<file path="config.mk">
export PLATFORM = sky130hd
export DESIGN_NAME = mux_ser_sequencer_flat
export DESIGN_NICKNAME = d
export VERILOG_FILES = /design/src/rtl/mux_ser_sequencer_if.sv /design/src/rtl/mux_ser_sequencer.sv /design/src/flat_wrapper.sv
export SDC_FILE = /design/constraint.sdc
export NUM_CORES = 1
export LEC_CHECK = 0
export BUFFER_PORTS_ARGS = -buffer_cell sky130_fd_sc_hd__buf_2
export CAP_MARGIN = 10
export CORE_UTILIZATION = 39
export CTS_CLUSTER_DIAMETER = 80
export DETAILED_ROUTE_END_ITERATION = 12
export PLACE_DENSITY = 0.72
export SYNTH_ARGS = -nofsm -noshare
export SYNTH_HDL_FRONTEND = slang
export SYNTH_SLANG_ARGS = --single-unit
</file>
<file path="constraint.sdc">
create_clock -name clk -period 1.2 [get_ports clk]
set_input_delay 0.12 -clock clk [delete_from_list [all_inputs] [get_ports clk]]
set_output_delay 0.12 -clock clk [all_outputs]
set_load 0.005 [all_outputs]
</file>
<file path="src/rtl/mux_ser_sequencer_if.sv">
// mux_ser_sequencer_if
// Bundles the three sides of the sequencer that are not clock/reset:
//   upstream word handshake : in_valid, in_ready, in_data
//   MuxMod drive/return     : mux_s, mux_d, mux_o
//   downstream serial beat  : ser_valid, ser_ready, ser_bit, ser_first, ser_last
// slave  : the sequencer itself
// master : everything around it (word source, MuxMod, serial consumer)
interface mux_ser_if;
    logic       in_valid;
    logic       in_ready;
    logic [0:7] in_data;    // bit 0 is the leftmost bit of the word

    logic [2:0] mux_s;
    logic [0:7] mux_d;
    logic       mux_o;

    logic       ser_valid;
    logic       ser_ready;
    logic       ser_bit;
    logic       ser_first;
    logic       ser_last;

    modport slave (
        input  in_valid,
        input  in_data,
        output in_ready,
        output mux_s,
        output mux_d,
        input  mux_o,
        output ser_valid,
        input  ser_ready,
        output ser_bit,
        output ser_first,
        output ser_last
    );

    modport master (
        output in_valid,
        output in_data,
        input  in_ready,
        input  mux_s,
        input  mux_d,
        output mux_o,
        input  ser_valid,
        output ser_ready,
        input  ser_bit,
        input  ser_first,
        input  ser_last
    );
endinterface

</file>
<file path="src/rtl/mux_ser_sequencer.sv">
// mux_ser_sequencer
// Parallel-to-serial controller wrapped around the 8x1 MuxMod. A word
// accepted on the in_* handshake is held on mux_d while mux_s walks the
// eight positions, one position per accepted serial beat. The mux output
// returns on mux_o and is forwarded as ser_bit with first/last framing.
//
// Ports
//   clk  : single clock, rising edge
//   rst  : synchronous, active-high reset
//   bus  : mux_ser_if.slave (word input, MuxMod drive/return, serial output)
//
// Parameter
//   DIR  : 0 = ascending select (d[0] first), 1 = descending (d[7] first)
//
// State table
//   state    | meaning
//   ST_IDLE  | no word held; ready to accept a new word
//   ST_SHIFT | word held on mux_d; presenting beat cnt on ser_*
module mux_ser_sequencer #(
    parameter bit DIR = 1'b0
) (
    input  logic       clk,
    input  logic       rst,
    mux_ser_if.slave   bus
);

    typedef enum logic [0:0] {
        ST_IDLE  = 1'b0,
        ST_SHIFT = 1'b1
    } state_t;

    localparam logic [2:0] CNT_LAST = 3'd7;
    localparam logic [2:0] SEL_RST  = DIR ? 3'd7 : 3'd0;

    state_t     state_q, state_d;
    logic [2:0] cnt_q,   cnt_d;
    logic [0:7] data_q,  data_d;
    logic [2:0] sel_q,   sel_d;

    logic       in_ready_c;
    logic       ser_valid_c;
    logic       cnt_last;
    logic       beat_hs;

    assign cnt_last = (cnt_q == CNT_LAST);
    assign beat_hs  = ser_valid_c & bus.ser_ready;

    // State register. mux_s is registered from the next count so that it
    // always lines up with cnt in the same cycle.
    always_ff @(posedge clk) begin
        if (rst) begin
            state_q <= ST_IDLE;
            cnt_q   <= 3'd0;
            data_q  <= 8'b0;
            sel_q   <= SEL_RST;
        end else begin
            state_q <= state_d;
            cnt_q   <= cnt_d;
            data_q  <= data_d;
            sel_q   <= sel_d;
        end
    end

    always_comb begin
        state_d     = state_q;
        cnt_d       = cnt_q;
        data_d      = data_q;
        in_ready_c  = 1'b0;
        ser_valid_c = 1'b0;

        unique case (state_q)
            ST_IDLE: begin
                in_ready_c = 1'b1;
                if (bus.in_valid) begin
                    data_d  = bus.in_data;
                    cnt_d   = 3'd0;
                    state_d = ST_SHIFT;
                end
            end

            ST_SHIFT: begin
                ser_valid_c = 1'b1;
                // A new word can slip in on the same edge that retires the
                // last beat, which gives back-to-back words with no gap.
                in_ready_c  = cnt_last & bus.ser_ready;
                if (beat_hs) begin
                    if (!cnt_last) begin
                        cnt_d = cnt_q + 3'd1;
                    end else begin
                        cnt_d = 3'd0;
                        if (bus.in_valid) begin
                            data_d = bus.in_data;
                        end else begin
                            state_d = ST_IDLE;
                        end
                    end
                end
            end

            default: begin
                state_d = ST_IDLE;
                cnt_d   = 3'd0;
            end
        endcase

        sel_d = DIR ? (CNT_LAST - cnt_d) : cnt_d;
    end

    // Handshake outputs are forced low while rst is high so that a word in
    // flight stops emitting beats in the very cycle reset is applied.
    assign bus.in_ready  = in_ready_c  & ~rst;
    assign bus.ser_valid = ser_valid_c & ~rst;

    assign bus.mux_s     = sel_q;
    assign bus.mux_d     = data_q;

    // ser_bit passes the mux output straight through; it only has to settle
    // within the cycle after mux_s/mux_d update.
    assign bus.ser_bit   = bus.ser_valid & bus.mux_o;
    assign bus.ser_first = bus.ser_valid & (cnt_q == 3'd0);
    assign bus.ser_last  = bus.ser_valid & cnt_last;

endmodule

</file>
<file path="src/flat_wrapper.sv">
// flat-port wrapper written by rule: the top's interface ports become plain ports
module mux_ser_sequencer_flat 
#(
    parameter bit DIR = 1'b0
)
  (clk, rst, bus_in_valid, bus_in_data, bus_in_ready, bus_mux_s, bus_mux_d, bus_mux_o, bus_ser_valid, bus_ser_ready, bus_ser_bit, bus_ser_first, bus_ser_last);
  mux_ser_if bus_i ();
  input  logic clk;
  input  logic rst;
  input wire logic [$bits(bus_i.in_valid)-1:0] bus_in_valid;
  input wire logic [$bits(bus_i.in_data)-1:0] bus_in_data;
  output wire logic [$bits(bus_i.in_ready)-1:0] bus_in_ready;
  output wire logic [$bits(bus_i.mux_s)-1:0] bus_mux_s;
  output wire logic [$bits(bus_i.mux_d)-1:0] bus_mux_d;
  input wire logic [$bits(bus_i.mux_o)-1:0] bus_mux_o;
  output wire logic [$bits(bus_i.ser_valid)-1:0] bus_ser_valid;
  input wire logic [$bits(bus_i.ser_ready)-1:0] bus_ser_ready;
  output wire logic [$bits(bus_i.ser_bit)-1:0] bus_ser_bit;
  output wire logic [$bits(bus_i.ser_first)-1:0] bus_ser_first;
  output wire logic [$bits(bus_i.ser_last)-1:0] bus_ser_last;
  assign bus_i.in_valid = bus_in_valid;
  assign bus_i.in_data = bus_in_data;
  assign bus_in_ready = bus_i.in_ready;
  assign bus_mux_s = bus_i.mux_s;
  assign bus_mux_d = bus_i.mux_d;
  assign bus_i.mux_o = bus_mux_o;
  assign bus_ser_valid = bus_i.ser_valid;
  assign bus_i.ser_ready = bus_ser_ready;
  assign bus_ser_bit = bus_i.ser_bit;
  assign bus_ser_first = bus_i.ser_first;
  assign bus_ser_last = bus_i.ser_last;
  mux_ser_sequencer #(.DIR(DIR)) u_core (.clk(clk), .rst(rst), .bus(bus_i));
endmodule
</file>
Word level (Yosys, flattened, before mapping):

Cells that the tools add are included.

* flip-flop bits (word level): 12
* latch bits: 0
* bits in writable memories: 0
* memory bits (read-only): 0
* bits of input ports: 13
* word-level logic and storage cells: 34
* memories kept: 0

* add/sub/neg operators: 1
* multiply operators: 0
* div/mod/pow operators: 0
* $lt $le $gt $ge: 0
* equal/unequal tests: 4
* shift-type cells: 0
* multiplexer cells: 14
* bitwise logic cells: 9
* reductions and logical operators: 3

Operators by type and width (number)
* two-way mux 8 bit: 3
* case mux 8 bit (2 select lines): 1
* two-way mux 3 bit: 3
* bitwise AND 1 bit: 7
* inequality test 2 bit (second input constant): 3
* case mux 3 bit (2 select lines): 1
* two-way mux 1 bit: 4
* case mux 1 bit (2 select lines): 2
* AND reduction 2 bit: 2
* adder 3 x 1 -> 3 bit (second input constant): 1
* equality test 3 bit (second input constant): 1
* zero test 3 bit: 1
* NOT 1 bit: 2

Depth between registers and ports, before layout:

Gate-level depths: netlist (run 1).

* word-level depth: 4
* depth in mapped cells: 6
* mapped depth without buffers: 5

Worst setup path after synthesis (run 1):

OpenSTA, ideal clock, no wires.

* path kind: register to register
* start: reg u_core.cnt_q[0]
* end: reg u_core.data_q, in the netlist u_core.bus.mux_d[0]
* arrival: 1.219 ns
* data required time: 1.128 ns
* setup slack: -0.090 ns
* stages on the path, launching flop included: 7
* clock period less this slack: 1.290 ns
* path through: dfxtp_1 -> ha_1 -> ha_1 -> nand2_1 -> a21boi_2 -> buf_6 -> mux2i_1

* word-level cells in the longest chain between the ends: 3

Ends and longest elaborated chain
* start: declaration: RTL line mux_ser_sequencer.sv:36 `logic [2:0] cnt_q, cnt_d;`
* start signal: assignment: RTL line mux_ser_sequencer.sv:58 `cnt_q <= cnt_d;`
* equality test 3 bit: RTL line mux_ser_sequencer.sv:45 `assign cnt_last = (cnt_q == CNT_LAST);`
* inequality test 2 bit (no source line)
* AND reduction 2 bit (no source line)
* end signal: assignment: RTL line mux_ser_sequencer.sv:59 `data_q <= data_d;`
* end: declaration: RTL line mux_ser_sequencer.sv:37 `logic [0:7] data_q, data_d;`

No other way between the ends.
A chain may end at the register's enable or synchronous reset.

Final worst setup path (run 1):

* start: reg u_core.cnt_q[0]
* end: out bus_in_ready

* word-level cells in the longest chain between the ends: 4

Ends and longest elaborated chain
* equality test 3 bit: RTL line mux_ser_sequencer.sv:45
* bitwise AND 1 bit: RTL line mux_ser_sequencer.sv:85 `in_ready_c = cnt_last & bus.ser_ready;`
* case mux 1 bit (2 select lines): RTL line mux_ser_sequencer.sv:71 `unique case (state_q)`
* bitwise AND 1 bit: RTL line mux_ser_sequencer.sv:111 `assign bus.in_ready = in_ready_c & ~rst;`
* end: declaration: RTL line flat_wrapper.sv:12 `output wire logic [$bits(bus_i.in_ready)-1:0] bus_in_ready;`

No other way between the ends.

==> flow_metrics.env, run 1 <==
export IMPL_min_path_type="primary input to flop"
export IMPL_final_hold_violation_count=0
export IMPL_ys_ff_latch=12
export IMPL_relSlewSlack=0.8218
export IMPL_grt_max_degree=22
export IMPL_netlist_instances=63
export IMPL_ant_nets=0
export IMPL_setup_violations=11
export IMPL_dp_cells=109
export IMPL_max_slew_worst_pin_slew_ns=0.2599
export IMPL_setup_ws_ns=-0.1798
export IMPL_insertion_delay_ns=0.27
export IMPL_area_growth_pct=45.90
export IMPL_cp_required_ns=1.08
export IMPL_path_class="flop to output pin"
export IMPL_ir_drop_mv=0.6548
export IMPL_yosysTopAreaCell="dfxtp_1"
export IMPL_via_per_inst=4.737
export IMPL_drv_slew=0
export IMPL_stdcell_count=114
export IMPL_crit_chain="ha_4, ha_4, a21boi_2, nor2_1, buf_2"
export IMPL_violations="setup timing"
export IMPL_min_from="bus_in_valid"
export IMPL_whs_ns=0.09147
export IMPL_htree_levels=1
export IMPL_maxCapViolations=0
export IMPL_cpPeakStageDelay_ns=0.35
export IMPL_cts_inserted_buffers=3
export IMPL_initial_core_util=0.4416
export IMPL_max_freq_mhz=724.8
export IMPL_skew_ns=0.001052
export IMPL_synth_area_um2=610.6
export IMPL_drt_initial_drc_count=6
export IMPL_finalNetCount=117
export IMPL_dieArea_mm2=0.001728
export IMPL_final_common_cell="buf_2"
export IMPL_grt_pass1_wl_um=2014
export IMPL_cpMostUsedCell="ha_4"
export IMPL_rsz0062_at_grt="yes"
export IMPL_path_max_fanout=2
export IMPL_fp_dieW_um=41.57
export IMPL_worst_r2r_cell_count=6
export IMPL_core_area_mm2=0.001383
export IMPL_hold_end="u_core.state_q"
export IMPL_drive_above_1_share=0.4747
export IMPL_fillerInstances=129
export IMPL_ios=29
export IMPL_syn_avg_cell_area_um2=9.692
export IMPL_ys_warn_count=0
export IMPL_status="finished, violations left"
export IMPL_drcViolationCount=0
export IMPL_whs_path_depth=3
export IMPL_startpoint_type="flop"
export IMPL_wl_um=1247
export IMPL_r2r_setup_slack_ns=-0.10
export IMPL_period_minus_slack_ns=1.380
export IMPL_clkTransAtPathRegs_ns=0.07
export IMPL_synthDistinctLibCells=15
export IMPL_grt_overflow=0
export IMPL_synth_top_area_frac=0.3934
export IMPL_routed_wire_length_per_instance_um=10.94
export IMPL_layout_common_cells="28 x buf_2, 16 x nand2b_1, 9 x mux2i_1"
export IMPL_die_y_um=41.57
export IMPL_rr_endpoint="u_core.bus.mux_d[4]"
export IMPL_leakagePower_nw=0.4293
export IMPL_place_ws_ns=-0.07057
export IMPL_crit_path_top_delay_cell="dfxtp_4"
export IMPL_io_buffer_count=28
export IMPL_multi_input_area_um2=385.4
export IMPL_antenna_found_initial=0
export IMPL_register_area_um2=252.7
export IMPL_endpoint_kind="output pin"
export IMPL_root_buffer="clkbuf_4"
export IMPL_worstPathArrival_ns=1.26
export IMPL_yosysSeqAreaShare=0.3934
export IMPL_syn_num_nets=80
export IMPL_gp_congestion=0.7771
export IMPL_grt_pass1_vias=498
export IMPL_total_power_mw=0.8392
export IMPL_via_count=540
export IMPL_p_per_area_mw_per_mm2=942.0
export IMPL_yosys_top_cells_area="dfxtp_1 39%, nand2b_1 16%, mux2i_1 15%"
export IMPL_n_antenna_cell=0
export IMPL_fin_crit_sh=1.150
export IMPL_cts_tree="done"
export IMPL_clock_sinks=12
export IMPL_clk_path_buf_depth=2
export IMPL_r2r_start="u_core.cnt_q[0]"
export IMPL_rows=13
export IMPL_drtPass1Iterations=4
export IMPL_grt_usage=0.1537
worst max-delay path, delay by kind of cell (launching register included):
| kind | cells | cell delay (ns) |
|---|---|---|
| DFF | 1 | 0.35 |
| buffers and inverters | 1 | 0.12 |
| adders and majority gates | 2 | 0.34 |
| AOI/OAI and AO/OA | 1 | 0.13 |
| and+or+nand+nor | 1 | 0.05 |
worst max path at each step:
stage | cells after the start | start | end
6_report | 5 | u_core.cnt_q[0] | bus_in_ready
5_1_grt | 5 | u_core.cnt_q[0] | bus_in_ready
4_1_cts | 5 | u_core.cnt_q[0] | bus_in_ready
3_5_place_dp | 6 | u_core.cnt_q[1] | u_core.bus.mux_d[3]
3_3_place_gp | 6 | u_core.cnt_q[1] | u_core.bus.mux_d[1]
2_1_floorplan | 6 | u_core.cnt_q[1] | u_core.bus.mux_d[0]
kinds of logic (layout without fill, tap and decap cells):
| kind of cell | after synthesis | in the layout | synth area share |
|---|---|---|---|
| buffers and inverters | 5 | 41 | 0.04304 |
| DFF | 12 | 12 | 0.3934 |
| and+or+nand+nor | 28 | 28 | 0.2603 |
| adders and majority gates | 4 | 4 | 0.08197 |
| muxes | 9 | 9 | 0.1475 |
| AOI/OAI and AO/OA | 5 | 5 | 0.07378 |
where the power goes:
part	leakage, nW	internal [mW]	switching [mW]
Combinational	0.313	0.0845	0.0635
Clock	0.0150	0.129	0.135
Sequential	0.101	0.416	0.0116
per-stage QoR:
step	utilization	instance area (µm²)	TNS, ns
global route	0.6443	890.9	-2.056
detailed placement	0.5900	815.8	-0.5115
CTS	0.6344	877.1	-1.414
global placement	0.5900	815.8	-0.3248
finish	0.6443	890.9	-1.159
floorplan	-	630.6	0
final cells by class:
type / count / area share
Tap cell: 15 / 0.02107
Multi-Input combinational cell: 46 / 0.4326
Sequential cell: 12 / 0.2837
Inverter: 2 / 0.008427
Clock buffer: 4 / 0.02949
Timing Repair Buffer: 35 / 0.2247
synth_stat cells (all sizes together):
| cell type | count |
|---|---|
| nand2b | 16 |
| dfxtp | 12 |
| mux2i | 9 |
| nor2 | 7 |
| ha | 4 |
| a32oi | 3 |
| a21boi | 2 |
| and2 | 2 |
| clkbuf | 2 |
| inv | 2 |
| and2b | 1 |
| and3b | 1 |
| buf | 1 |
| nand2 | 1 |
what timing repair did:
action / in CTS / in global routing
hold buffers: 0 / 0
pin swaps: 3 / 2
endpoints found under the setup margin: 12 / 12
setup buffers: 1 / 0
resized for setup: 8 / 3
sequential cells by signal, summed over array words and instances (netlist names):
signal and cells:
u_core.cnt_q 3, u_core.bus.mux_d 8, u_core.state_q 1
layer usage:
layer	track usage	vias up	wire length [µm]
li1	-	278	-
met1	0.1860	231	565
met2	0.2406	26	577
met3	0.01304	5	63
met4	0.1355	0	41
met5	0	-	0
(Power assumes the default switching activity.)
==> run 2: changes to the inputs <==
--- a/config.mk
+++ b/config.mk
@@ -7,6 +7,7 @@
 export LEC_CHECK = 0
 export BUFFER_PORTS_ARGS = -buffer_cell sky130_fd_sc_hd__buf_2
 export CAP_MARGIN = 10
+export CORE_MARGIN = 8
 export CORE_UTILIZATION = 39
 export CTS_CLUSTER_DIAMETER = 80
 export DETAILED_ROUTE_END_ITERATION = 12
==> flow_metrics.env, run 2 (synthesis results as in run 1) <==
export IMPL_status="finished, violations left"
export IMPL_violations="setup timing"
export IMPL_skew_ns=0.01073
export IMPL_drt_initial_drc_count=9
export IMPL_n_antenna_cell=0
export IMPL_leakagePower_nw=0.4329
export IMPL_area_growth_pct=47.95
export IMPL_crit_chain="ha_4, buf_6, ha_4, nand2_2, a21boi_2, buf_12, mux2i_1"
export IMPL_clock_sinks=12
export IMPL_grt_pass1_wl_um=2691
export IMPL_place_ws_ns=-0.06697
export IMPL_endpoint_kind="flop"
export IMPL_p_sw_mw=0.2257
export IMPL_rsz0062_at_grt="yes"
export IMPL_dpl_hpwl_um=1099
export IMPL_dp_cells=108
export IMPL_clkTransAtPathRegs_ns=0.09
export IMPL_holdBufCountCts=0
export IMPL_routed_wire_length_per_instance_um=13.00
export IMPL_final_hold_violation_count=0
export IMPL_ir_drop_mv=0.7740
export IMPL_drive_above_1_share=0.4848
export IMPL_fillerInstances=117
export IMPL_cp_num_buf_inv=2
export IMPL_cp_required_ns=1.40
export IMPL_relSlewSlack=0.7984
export IMPL_antenna_found_initial=0
export IMPL_multi_input_area_um2=387.9
export IMPL_crit_family="flip-flops"
export IMPL_via_per_inst=4.791
export IMPL_final_common_cell="buf_2"
export IMPL_wl_um=1495
export IMPL_cts_inserted_buffers=3
export IMPL_min_path_type="primary input to flop"
export IMPL_core_area_mm2=0.001489
export IMPL_grt_overflow=0
export IMPL_via_count=551
export IMPL_period_minus_slack_ns=1.397
export IMPL_insertion_delay_ns=0.28
export IMPL_path_class="flop to flop"
export IMPL_finish_utilization=0.6067
export IMPL_register_area_um2=252.7
export IMPL_io_buffer_count=28
export IMPL_setup_ws_ns=-0.1970
export IMPL_tns_ns=-1.911
export IMPL_dieArea_mm2=0.003087
export IMPL_rows=14
export IMPL_switching_share=0.2655
export IMPL_max_freq_mhz=715.8
export IMPL_drv_slew=0
export IMPL_fp_dieW_um=55.57
export IMPL_grt_max_degree=22
export IMPL_setup_violations=11
export IMPL_initial_core_util=0.4101
export IMPL_postPlaceCellArea_um2=814.5
export IMPL_share_seq_of_total_power=0.504
export IMPL_cpMostUsedCell="ha_4"
export IMPL_htree_levels=1
export IMPL_largest_reg_flops=8
export IMPL_clk_path_buf_depth=2
export IMPL_stdcell_count=115
export IMPL_crit_path_top_delay_cell="dfxtp_4"
export IMPL_finalInstanceArea_um2=903.4
export IMPL_ios=29
export IMPL_cts_tree="done"
export IMPL_cpPeakStageDelay_ns=0.37
export IMPL_internal_power_mw=0.6242
export IMPL_worstPathArrival_ns=1.60
export IMPL_gp_congestion=0.7565
export IMPL_fin_crit_sh=1.164
export IMPL_finalNetCount=117
export IMPL_path_max_fanout=8
export IMPL_power_frac_comb=0.183
export IMPL_die_y_um=55.57
export IMPL_p_per_area_mw_per_mm2=940.8
export IMPL_grt_usage=0.1044
export IMPL_ant_nets=0
export IMPL_grt_pass1_vias=610
export IMPL_clock_power_share=0.313
export IMPL_maxCapViolations=0
export IMPL_max_slew_worst_pin_slew_ns=0.2940
export IMPL_root_buffer="clkbuf_4"
export IMPL_layout_common_cells="28 x buf_2, 16 x nand2b_1, 9 x mux2i_1"
export IMPL_startpoint_type="flop"
export IMPL_drcViolationCount=0
export IMPL_drtPass1Iterations=4
run 2: changes by cell type in the layout (fill, tap and decap cells not counted):
| cell | before | now |
|---|---|---|
| clkinv_1 | 0 | 1 |
| buf_12 | 0 | 1 |
| clkbuf_1 | 1 | 0 |
| buf_6 | 2 | 1 |
| nand2_1 | 1 | 0 |
| nand2_2 | 0 | 1 |
run 2: stage by stage:
step / total power, mW / hold WS [ns]
final: 0.8499 / 0.08391
after global routing: 0.8972 / 0.08145
after CTS: 0.8477 / 0.08822
after detailed placement: 0.5847 / 0.3785
after global placement: 0.5811 / 0.3671
after floorplan: 0.5142 / 0.2407
run 2: worst min-delay path: stages:
cell	delay (ns)
buf_2	0.10
nor2_1	0.05
nor2_1	0.06
run 2: what timing repair did:
| item | 4_1_cts | 5_1_grt |
|---|---|---|
| buffers inserted | 2 | 1 |
| endpoints found under the setup margin | 13 | 14 |
| pin swaps | 2 | 3 |
| resized for setup | 9 | 2 |
| endpoints found under the hold margin | 0 | 0 |
run 2: cell type report:
class / instances / share of cell area
Clock buffer: 3 / 0.02493
Clock inverter: 1 / 0.004155
Inverter: 2 / 0.008310
Multi-Input combinational cell: 46 / 0.4294
Sequential cell: 12 / 0.2798
Tap cell: 16 / 0.02216
Timing Repair Buffer: 35 / 0.2313
run 2: worst paths after layout:
path / startpoint / endpoint / depth (start not counted) / slack [ns]
min reg2reg: u_core.bus.mux_d[6] / u_core.bus.mux_d[6] / 2 / 0.48
max: u_core.cnt_q[0] / u_core.bus.mux_d[2] / 7 / -0.20
min: bus_in_valid / u_core.state_q / 3 / 0.08
max reg2reg: u_core.cnt_q[0] / u_core.bus.mux_d[2] / 7 / -0.20
run 2: layer usage:
| metal | GRT usage | wire (µm) |
|---|---|---|
| met2 | 0.1667 | 701 |
| met3 | 0.03653 | 83 |
| met4 | 0.06338 | 29 |
| met5 | 0 | 0 |
| met1 | 0.1151 | 681 |
run 2: power groups by stage:
stage / clock (mW) / sequential [mW] / combinational [mW]
floorplan: 0 / 0.443 / 0.0714
global placement: 0 / 0.440 / 0.141
detailed placement: 0 / 0.441 / 0.144
CTS: 0.267 / 0.428 / 0.152
global route: 0.293 / 0.432 / 0.172
finish: 0.266 / 0.429 / 0.155
